## src/rtl/tpm_buf_arbiter_if.sv

```systemverilog
// tpm_buf_arbiter_if
// Bundles the three buses around the TPM buffer arbiter:
//   dp_*  : byte-wide data-provider request/response (LPC/TIS register side)
//   wb_*  : Wishbone classic slave window onto the buffer
//   ram_* : port to the 512x32 synchronous buffer RAM
// Modports:
//   slave  - the arbiter: consumes requests and RAM read data, drives
//            responses and RAM controls
//   master - the environment: drives requests and RAM read data
interface tpm_buf_arbiter_if #(
    parameter int ADDR_W = 11
);
    // Data-provider side
    logic              dp_req_i;
    logic              dp_we_i;
    logic [ADDR_W-1:0] dp_addr_i;
    logic [7:0]        dp_wdata_i;
    logic [7:0]        dp_rdata_o;
    logic              dp_ack_o;
    logic              dp_err_o;

    // Wishbone side
    logic              wb_cyc_i;
    logic              wb_stb_i;
    logic              wb_we_i;
    logic [3:0]        wb_sel_i;
    logic [ADDR_W-3:0] wb_adr_i;
    logic [31:0]       wb_dat_i;
    logic [31:0]       wb_dat_o;
    logic              wb_ack_o;
    logic              wb_err_o;

    // Buffer RAM side
    logic [ADDR_W-3:0] ram_addr_o;
    logic [31:0]       ram_wdata_o;
    logic [3:0]        ram_we_o;
    logic [31:0]       ram_rdata_i;

    modport slave (
        input  dp_req_i, dp_we_i, dp_addr_i, dp_wdata_i,
        output dp_rdata_o, dp_ack_o, dp_err_o,
        input  wb_cyc_i, wb_stb_i, wb_we_i, wb_sel_i, wb_adr_i, wb_dat_i,
        output wb_dat_o, wb_ack_o, wb_err_o,
        output ram_addr_o, ram_wdata_o, ram_we_o,
        input  ram_rdata_i
    );

    modport master (
        output dp_req_i, dp_we_i, dp_addr_i, dp_wdata_i,
        input  dp_rdata_o, dp_ack_o, dp_err_o,
        output wb_cyc_i, wb_stb_i, wb_we_i, wb_sel_i, wb_adr_i, wb_dat_i,
        input  wb_dat_o, wb_ack_o, wb_err_o,
        input  ram_addr_o, ram_wdata_o, ram_we_o,
        output ram_rdata_i
    );
endinterface

```

## src/rtl/tpm_buf_arbiter.sv

```systemverilog
// tpm_buf_arbiter
// Shares the TPM command/response buffer RAM between the data provider and
// the CPU Wishbone window using registered ownership instead of clock muxing.
// exec_i high hands the buffer to Wishbone, low to the data provider. A
// request from the side that does not own the buffer is answered with an
// error and never reaches the RAM.
// Ports:
//   clk_i   - system clock (only clock)
//   rst_i   - synchronous active-high reset
//   exec_i  - ownership request, 1 = Wishbone, 0 = data provider
//   owner_o - current owner, 1 = Wishbone
//   bus     - tpm_buf_arbiter_if.slave (dp_*, wb_*, ram_* signals)
module tpm_buf_arbiter #(
    parameter int ADDR_W = 11
) (
    input  logic                 clk_i,
    input  logic                 rst_i,
    input  logic                 exec_i,
    output logic                 owner_o,
    tpm_buf_arbiter_if.slave     bus
);

    typedef enum logic [2:0] {
        S_IDLE  = 3'd0,
        S_ISSUE = 3'd1,
        S_WAIT  = 3'd2,
        S_ACK   = 3'd3,
        S_ERR   = 3'd4
    } state_t;

    state_t      state_r;
    logic        txn_wb_r;   // transaction in flight belongs to Wishbone
    logic        txn_rd_r;   // transaction in flight is a read
    logic [1:0]  lane_r;     // byte lane of a data-provider access

    logic        wb_req_s;
    logic        dp_req_s;

    assign wb_req_s = bus.wb_cyc_i & bus.wb_stb_i;
    assign dp_req_s = bus.dp_req_i;

    // Byte lane extraction from a RAM word; lane 0 is bits [7:0].
    function automatic logic [7:0] pick_lane(input logic [31:0] word,
                                             input logic [1:0]  lane);
        logic [7:0] b;
        case (lane)
            2'd0:    b = word[7:0];
            2'd1:    b = word[15:8];
            2'd2:    b = word[23:16];
            2'd3:    b = word[31:24];
            default: b = word[7:0];
        endcase
        return b;
    endfunction

    // Arbitration FSM; every output is registered here.
    always_ff @(posedge clk_i) begin
        if (rst_i) begin
            state_r         <= S_IDLE;
            txn_wb_r        <= 1'b0;
            txn_rd_r        <= 1'b0;
            lane_r          <= 2'd0;
            owner_o         <= 1'b0;
            bus.dp_rdata_o  <= 8'h00;
            bus.dp_ack_o    <= 1'b0;
            bus.dp_err_o    <= 1'b0;
            bus.wb_dat_o    <= 32'h0000_0000;
            bus.wb_ack_o    <= 1'b0;
            bus.wb_err_o    <= 1'b0;
            bus.ram_addr_o  <= '0;
            bus.ram_wdata_o <= 32'h0000_0000;
            bus.ram_we_o    <= 4'b0000;
        end else begin
            // Responses are single-cycle pulses unless re-armed below.
            bus.dp_ack_o <= 1'b0;
            bus.dp_err_o <= 1'b0;
            bus.wb_ack_o <= 1'b0;
            bus.wb_err_o <= 1'b0;
            case (state_r)
                S_IDLE: begin
                    // Ownership only moves between transactions.
                    owner_o <= exec_i;
                    // Owner is checked first so a simultaneous non-owner
                    // request waits for the next IDLE pass to be errored.
                    if (exec_i && wb_req_s) begin
                        bus.ram_addr_o  <= bus.wb_adr_i;
                        bus.ram_wdata_o <= bus.wb_dat_i;
                        bus.ram_we_o    <= bus.wb_we_i ? bus.wb_sel_i : 4'b0000;
                        txn_wb_r        <= 1'b1;
                        txn_rd_r        <= ~bus.wb_we_i;
                        state_r         <= S_ISSUE;
                    end else if (!exec_i && dp_req_s) begin
                        bus.ram_addr_o  <= bus.dp_addr_i[ADDR_W-1:2];
                        bus.ram_wdata_o <= {4{bus.dp_wdata_i}};
                        bus.ram_we_o    <= bus.dp_we_i ?
                                           (4'b0001 << bus.dp_addr_i[1:0]) : 4'b0000;
                        lane_r          <= bus.dp_addr_i[1:0];
                        txn_wb_r        <= 1'b0;
                        txn_rd_r        <= ~bus.dp_we_i;
                        state_r         <= S_ISSUE;
                    end else if (exec_i && dp_req_s) begin
                        bus.dp_ack_o   <= 1'b1;
                        bus.dp_err_o   <= 1'b1;
                        bus.dp_rdata_o <= 8'hFF;
                        state_r        <= S_ERR;
                    end else if (!exec_i && wb_req_s) begin
                        bus.wb_err_o <= 1'b1;
                        state_r      <= S_ERR;
                    end else begin
                        state_r <= S_IDLE;
                    end
                end
                S_ISSUE: begin
                    // The RAM captures on this edge; strobe the write once.
                    bus.ram_we_o <= 4'b0000;
                    state_r      <= S_WAIT;
                end
                S_WAIT: begin
                    if (txn_wb_r) begin
                        if (txn_rd_r) begin
                            bus.wb_dat_o <= bus.ram_rdata_i;
                        end else begin
                            bus.wb_dat_o <= bus.wb_dat_o;
                        end
                        bus.wb_ack_o <= 1'b1;
                    end else begin
                        if (txn_rd_r) begin
                            bus.dp_rdata_o <= pick_lane(bus.ram_rdata_i, lane_r);
                        end else begin
                            bus.dp_rdata_o <= bus.dp_rdata_o;
                        end
                        bus.dp_ack_o <= 1'b1;
                    end
                    state_r <= S_ACK;
                end
                S_ACK: begin
                    state_r <= S_IDLE;
                end
                S_ERR: begin
                    state_r <= S_IDLE;
                end
                default: begin
                    bus.ram_we_o <= 4'b0000;
                    state_r      <= S_IDLE;
                end
            endcase
        end
    end

endmodule

```

## src/flat_wrapper.sv

```systemverilog
// flat-port wrapper written by rule: the top's interface ports become plain ports
module tpm_buf_arbiter_flat 
#(
    parameter int ADDR_W = 11
)
  (clk_i, rst_i, exec_i, owner_o, bus_dp_req_i, bus_dp_we_i, bus_dp_addr_i, bus_dp_wdata_i, bus_dp_rdata_o, bus_dp_ack_o, bus_dp_err_o, bus_wb_cyc_i, bus_wb_stb_i, bus_wb_we_i, bus_wb_sel_i, bus_wb_adr_i, bus_wb_dat_i, bus_wb_dat_o, bus_wb_ack_o, bus_wb_err_o, bus_ram_addr_o, bus_ram_wdata_o, bus_ram_we_o, bus_ram_rdata_i);
  tpm_buf_arbiter_if #(.ADDR_W(ADDR_W)) bus_i ();
  input  logic clk_i;
  input  logic rst_i;
  input  logic exec_i;
  output logic owner_o;
  input wire logic [$bits(bus_i.dp_req_i)-1:0] bus_dp_req_i;
  input wire logic [$bits(bus_i.dp_we_i)-1:0] bus_dp_we_i;
  input wire logic [$bits(bus_i.dp_addr_i)-1:0] bus_dp_addr_i;
  input wire logic [$bits(bus_i.dp_wdata_i)-1:0] bus_dp_wdata_i;
  output wire logic [$bits(bus_i.dp_rdata_o)-1:0] bus_dp_rdata_o;
  output wire logic [$bits(bus_i.dp_ack_o)-1:0] bus_dp_ack_o;
  output wire logic [$bits(bus_i.dp_err_o)-1:0] bus_dp_err_o;
  input wire logic [$bits(bus_i.wb_cyc_i)-1:0] bus_wb_cyc_i;
  input wire logic [$bits(bus_i.wb_stb_i)-1:0] bus_wb_stb_i;
  input wire logic [$bits(bus_i.wb_we_i)-1:0] bus_wb_we_i;
  input wire logic [$bits(bus_i.wb_sel_i)-1:0] bus_wb_sel_i;
  input wire logic [$bits(bus_i.wb_adr_i)-1:0] bus_wb_adr_i;
  input wire logic [$bits(bus_i.wb_dat_i)-1:0] bus_wb_dat_i;
  output wire logic [$bits(bus_i.wb_dat_o)-1:0] bus_wb_dat_o;
  output wire logic [$bits(bus_i.wb_ack_o)-1:0] bus_wb_ack_o;
  output wire logic [$bits(bus_i.wb_err_o)-1:0] bus_wb_err_o;
  output wire logic [$bits(bus_i.ram_addr_o)-1:0] bus_ram_addr_o;
  output wire logic [$bits(bus_i.ram_wdata_o)-1:0] bus_ram_wdata_o;
  output wire logic [$bits(bus_i.ram_we_o)-1:0] bus_ram_we_o;
  input wire logic [$bits(bus_i.ram_rdata_i)-1:0] bus_ram_rdata_i;
  assign bus_i.dp_req_i = bus_dp_req_i;
  assign bus_i.dp_we_i = bus_dp_we_i;
  assign bus_i.dp_addr_i = bus_dp_addr_i;
  assign bus_i.dp_wdata_i = bus_dp_wdata_i;
  assign bus_dp_rdata_o = bus_i.dp_rdata_o;
  assign bus_dp_ack_o = bus_i.dp_ack_o;
  assign bus_dp_err_o = bus_i.dp_err_o;
  assign bus_i.wb_cyc_i = bus_wb_cyc_i;
  assign bus_i.wb_stb_i = bus_wb_stb_i;
  assign bus_i.wb_we_i = bus_wb_we_i;
  assign bus_i.wb_sel_i = bus_wb_sel_i;
  assign bus_i.wb_adr_i = bus_wb_adr_i;
  assign bus_i.wb_dat_i = bus_wb_dat_i;
  assign bus_wb_dat_o = bus_i.wb_dat_o;
  assign bus_wb_ack_o = bus_i.wb_ack_o;
  assign bus_wb_err_o = bus_i.wb_err_o;
  assign bus_ram_addr_o = bus_i.ram_addr_o;
  assign bus_ram_wdata_o = bus_i.ram_wdata_o;
  assign bus_ram_we_o = bus_i.ram_we_o;
  assign bus_i.ram_rdata_i = bus_ram_rdata_i;
  tpm_buf_arbiter #(.ADDR_W(ADDR_W)) u_core (.clk_i(clk_i), .rst_i(rst_i), .exec_i(exec_i), .owner_o(owner_o), .bus(bus_i));
endmodule
```

## config.mk

```make
export PLATFORM = sky130hd
export DESIGN_NAME = tpm_buf_arbiter_flat
export DESIGN_NICKNAME = d
export VERILOG_FILES = /design/src/rtl/tpm_buf_arbiter_if.sv /design/src/rtl/tpm_buf_arbiter.sv /design/src/flat_wrapper.sv
export SDC_FILE = /design/constraint.sdc
export NUM_CORES = 1
export LEC_CHECK = 0
export CORE_MARGIN = 3
export CORE_UTILIZATION = 44
export CTS_CLUSTER_DIAMETER = 120
export DETAILED_ROUTE_END_ITERATION = 12
export GPL_ROUTABILITY_DRIVEN = 0
export PLACE_DENSITY = 0.84
export SKIP_CTS_REPAIR_TIMING = 1
export SLEW_MARGIN = 20
export SYNTH_ARGS = -nofsm -noshare
export SYNTH_HDL_FRONTEND = slang
export SYNTH_SLANG_ARGS = --single-unit
export TNS_END_PERCENT = 30
```

## constraint.sdc

```tcl
create_clock -name clk_i -period 2.6 [get_ports clk_i]
set_input_delay 0.78 -clock clk_i [delete_from_list [all_inputs] [get_ports clk_i]]
set_output_delay 0.78 -clock clk_i [all_outputs]
set_load 0.005 [all_outputs]
```

==> impl_metrics.json <==
{
  "status": "complete, no violations",
  "n_fill_cell": 699,
  "rsz0062_at_grt": "no",
  "critPathMaxFanout": 50,
  "drv_cap": 0,
  "drt_iter0_markers": 217,
  "ir_drop_mv": 0.306,
  "dr.pass1.iters": 5,
  "htreeDepth": 3,
  "final_cell_area_um2": 6210,
  "cpPeakStageDelay_ns": 0.62,
  "grt_pass1_wl_um": 20200,
  "hp-class": "flip-flop to flip-flop",
  "synthesis.nets": 572,
  "multi_input_area_um2": 1860,
  "yosysSeqAreaShare": 0.485,
  "layout-drive-gt1-share": 0.0678,
  "first_global_vias": 3954,
  "die-area_um2": 10300,
  "synth_top_cell_area_share": 0.485,
  "cts.sinks": 97,
  "via_per_inst": 5.40,
  "endpoint_kind": "flip-flop",
  "grt_max_degree": 52,
  "synth_area_leaders": "dfxtp_1 (49%), a21oi_1 (8.9%), nand2_1 (8.4%), a211oi_1 (6.4%), nor2_1 (5.2%)",
  "fmax_ghz": 0.437,
  "final_common_cell": "clkdlybuf4s50_1",
  "area_growth_pct": 55.2,
  "fin_crit_sh": 0.880,
  "port_buffers": 193,
  "cts.path.max_buffers": 2,
  "initial_utilization": 0.457,
  "cpMaxStageDelayCell": "clkdlybuf4s50_1",
  "maxSlewHeadroom": 0.643,
  "n_antenna_cell": 0,
  "synth_edf_count": 0,
  "synth_area_um2": 4000,
  "finalSetupViolations": 0,
  "cp_cell_sequence": "clkdlybuf4s50_1, nand3_1, a21oi_4, buf_12, nor2_1, a211oi_1",
  "clk_latency_ns": 0.35,
  "fin_skew_ns": 0.0126,
  "ant_nets": 0,
  "cts_tree": "built",
  "fin_nets": 749,
  "cts_inserted_buffers": 9,
  "routed-via-count": 4085,
  "worst_pin_slew_ns": 0.535,
  "hold_violations": 0,
  "start_kind": "primary input",
  "final-max-slew-violation-count": 0,
  "final_core_util": 0.708,
  "grt_util_all_layers": 0.251,
  "cp_data_required_time_ns": 2.85,
  "yosysWarnings": 0,
  "path_clk_slew_ns": 0.09,
  "grt_remaining_overflow": 0,
  "num_io_pins": 194,
  "synth_ff_type": "dfxtp_1",
  "yosys_register_bits": 97,
  "path_class": "primary input to flip-flop",
  "place_area_um2": 6020,
  "drt_wl_total_um": 13100,
  "core_um2": 8760,
  "antenna_found_initial": 0,
  "dpl.hpwl_um": 10100,
  "p_per_area_nw_per_um2": 546,
  "route.detailed.wl_per_inst_um": 17.3,
  "die_w_um": 101,
  "final-seq-area_um2": 1940,
  "async_flop_share": 0,
  "cp_data_arrival_time_ns": 2.54,
  "fp-row-count": 34,
  "avgSynthCellArea_um2": 8.55,
  "ys_types": 36,
  "cellLeakagePower_uw": 0.00215,
  "synth_top_area_cell": "dfxtp_1",
  "route.detailed.drc": 0,
  "cts-root-buf": "clkbuf_8",
  "die_y_um": 101,
  "min_period_ns": 2.29,
  "synth_cells": 468,
  "layout_common_cells": "clkdlybuf4s50_1 (192), dfxtp_1 (97), nand2_1 (90), a21oi_1 (71), nor2_1 (55)"
}
## final timing paths
kind                                   startpoint  slack (ns)  depth (start not counted)                                 endpoint
max reg2reg          u_core.state_r[1]$_SDFF_PP0_        0.77                          5  u_core.bus.ram_wdata_o[20]$_SDFFE_PP0P_
min reg2reg  u_core.bus.wb_dat_o[14]$_SDFFE_PP0P_        0.46                          2     u_core.bus.wb_dat_o[14]$_SDFFE_PP0P_
max                                        exec_i        0.31                          6  u_core.bus.ram_wdata_o[20]$_SDFFE_PP0P_
min          u_core.bus.wb_dat_o[14]$_SDFFE_PP0P_        0.46                          2     u_core.bus.wb_dat_o[14]$_SDFFE_PP0P_
## cell usage after synthesis (3+ instances only)
cell type / count
dfxtp_1: 97
nand2_1: 90
a21oi_1: 71
nor2_1: 55
a211oi_1: 34
clkbuf_1: 21
buf_2: 14
a311oi_1: 9
and2_1: 9
inv_1: 9
mux4_2: 8
a211oi_2: 7
nand3_1: 6
o21ai_0: 5
a22o_1: 3
and3_1: 3
nand2b_1: 3
## state kept, by name, summed over array words and instances (netlist names)
signal	count
u_core.txn_rd_r	1
u_core.bus.ram_we_o	4
u_core.state_r	3
u_core.bus.dp_ack_o	1
u_core.bus.dp_rdata_o	8
u_core.bus.wb_ack_o	1
u_core.lane_r	2
u_core.txn_wb_r	1
u_core.bus.dp_err_o	1
u_core.bus.ram_addr_o	9
u_core.bus.ram_wdata_o	32
u_core.owner_o	1
u_core.bus.wb_dat_o	32
u_core.bus.wb_err_o	1
## logic make-up after synthesis
kind of cell,Yosys count,synth area share
AND/OR/NAND/NOR,178,0.191
AO/OA/AOI/OAI,135,0.219
buffers and inverters,47,0.0522
flip-flops,97,0.485
multiplexers,10,0.0500
XOR/XNOR,1,0.00219
## per-stage QoR
stage | hold WS, ns | instances | setup TNS [ns] | power [µW] | worst slack, ns
floorplan | 0.447 | 468 | 0 | 2000 | 0.668
global placement | 0.441 | 742 | 0 | 2420 | 0.128
detailed placement | 0.448 | 742 | -0.0402 | 2440 | -0.0299
CTS | 0.460 | 757 | 0 | 3400 | 0.323
global route | 0.479 | 757 | 0 | 3540 | 0.174
finish | 0.458 | 757 | 0 | 3390 | 0.312
## area by class of cell
class                           count  share of cell area
Clock buffer                       11              0.0228
Clock inverter                      4             0.00826
Inverter                            9             0.00544
Multi-Input combinational cell    324               0.299
Sequential cell                    97               0.313
Tap cell                          108              0.0218
Timing Repair Buffer              204               0.330
## critical path, delay by kind of cell
| kind | cells | cell delay, ns |
|---|---|---|
| compound gates | 2 | 0.54 |
| buf+inv | 2 | 0.88 |
| simple gates | 2 | 0.33 |
## where the power goes
part           total [µW]  leakage, µW  switching, µW  internal, µW
Clock                 974    0.0000958            505           469
Combinational         753      0.00126            312           442
Sequential           1660     0.000792           72.5          1590
## routing by layer
metal | GRT usage | routed length (µm) | up-vias
met5 | 0 | 0 | -
met4 | 0.0879 | 518 | 0
met3 | 0.0537 | 936 | 40
met2 | 0.413 | 6380 | 190
met1 | 0.326 | 5290 | 1877
li1 | - | - | 1978
No activity file was read; power rests on OpenSTA's default activity.
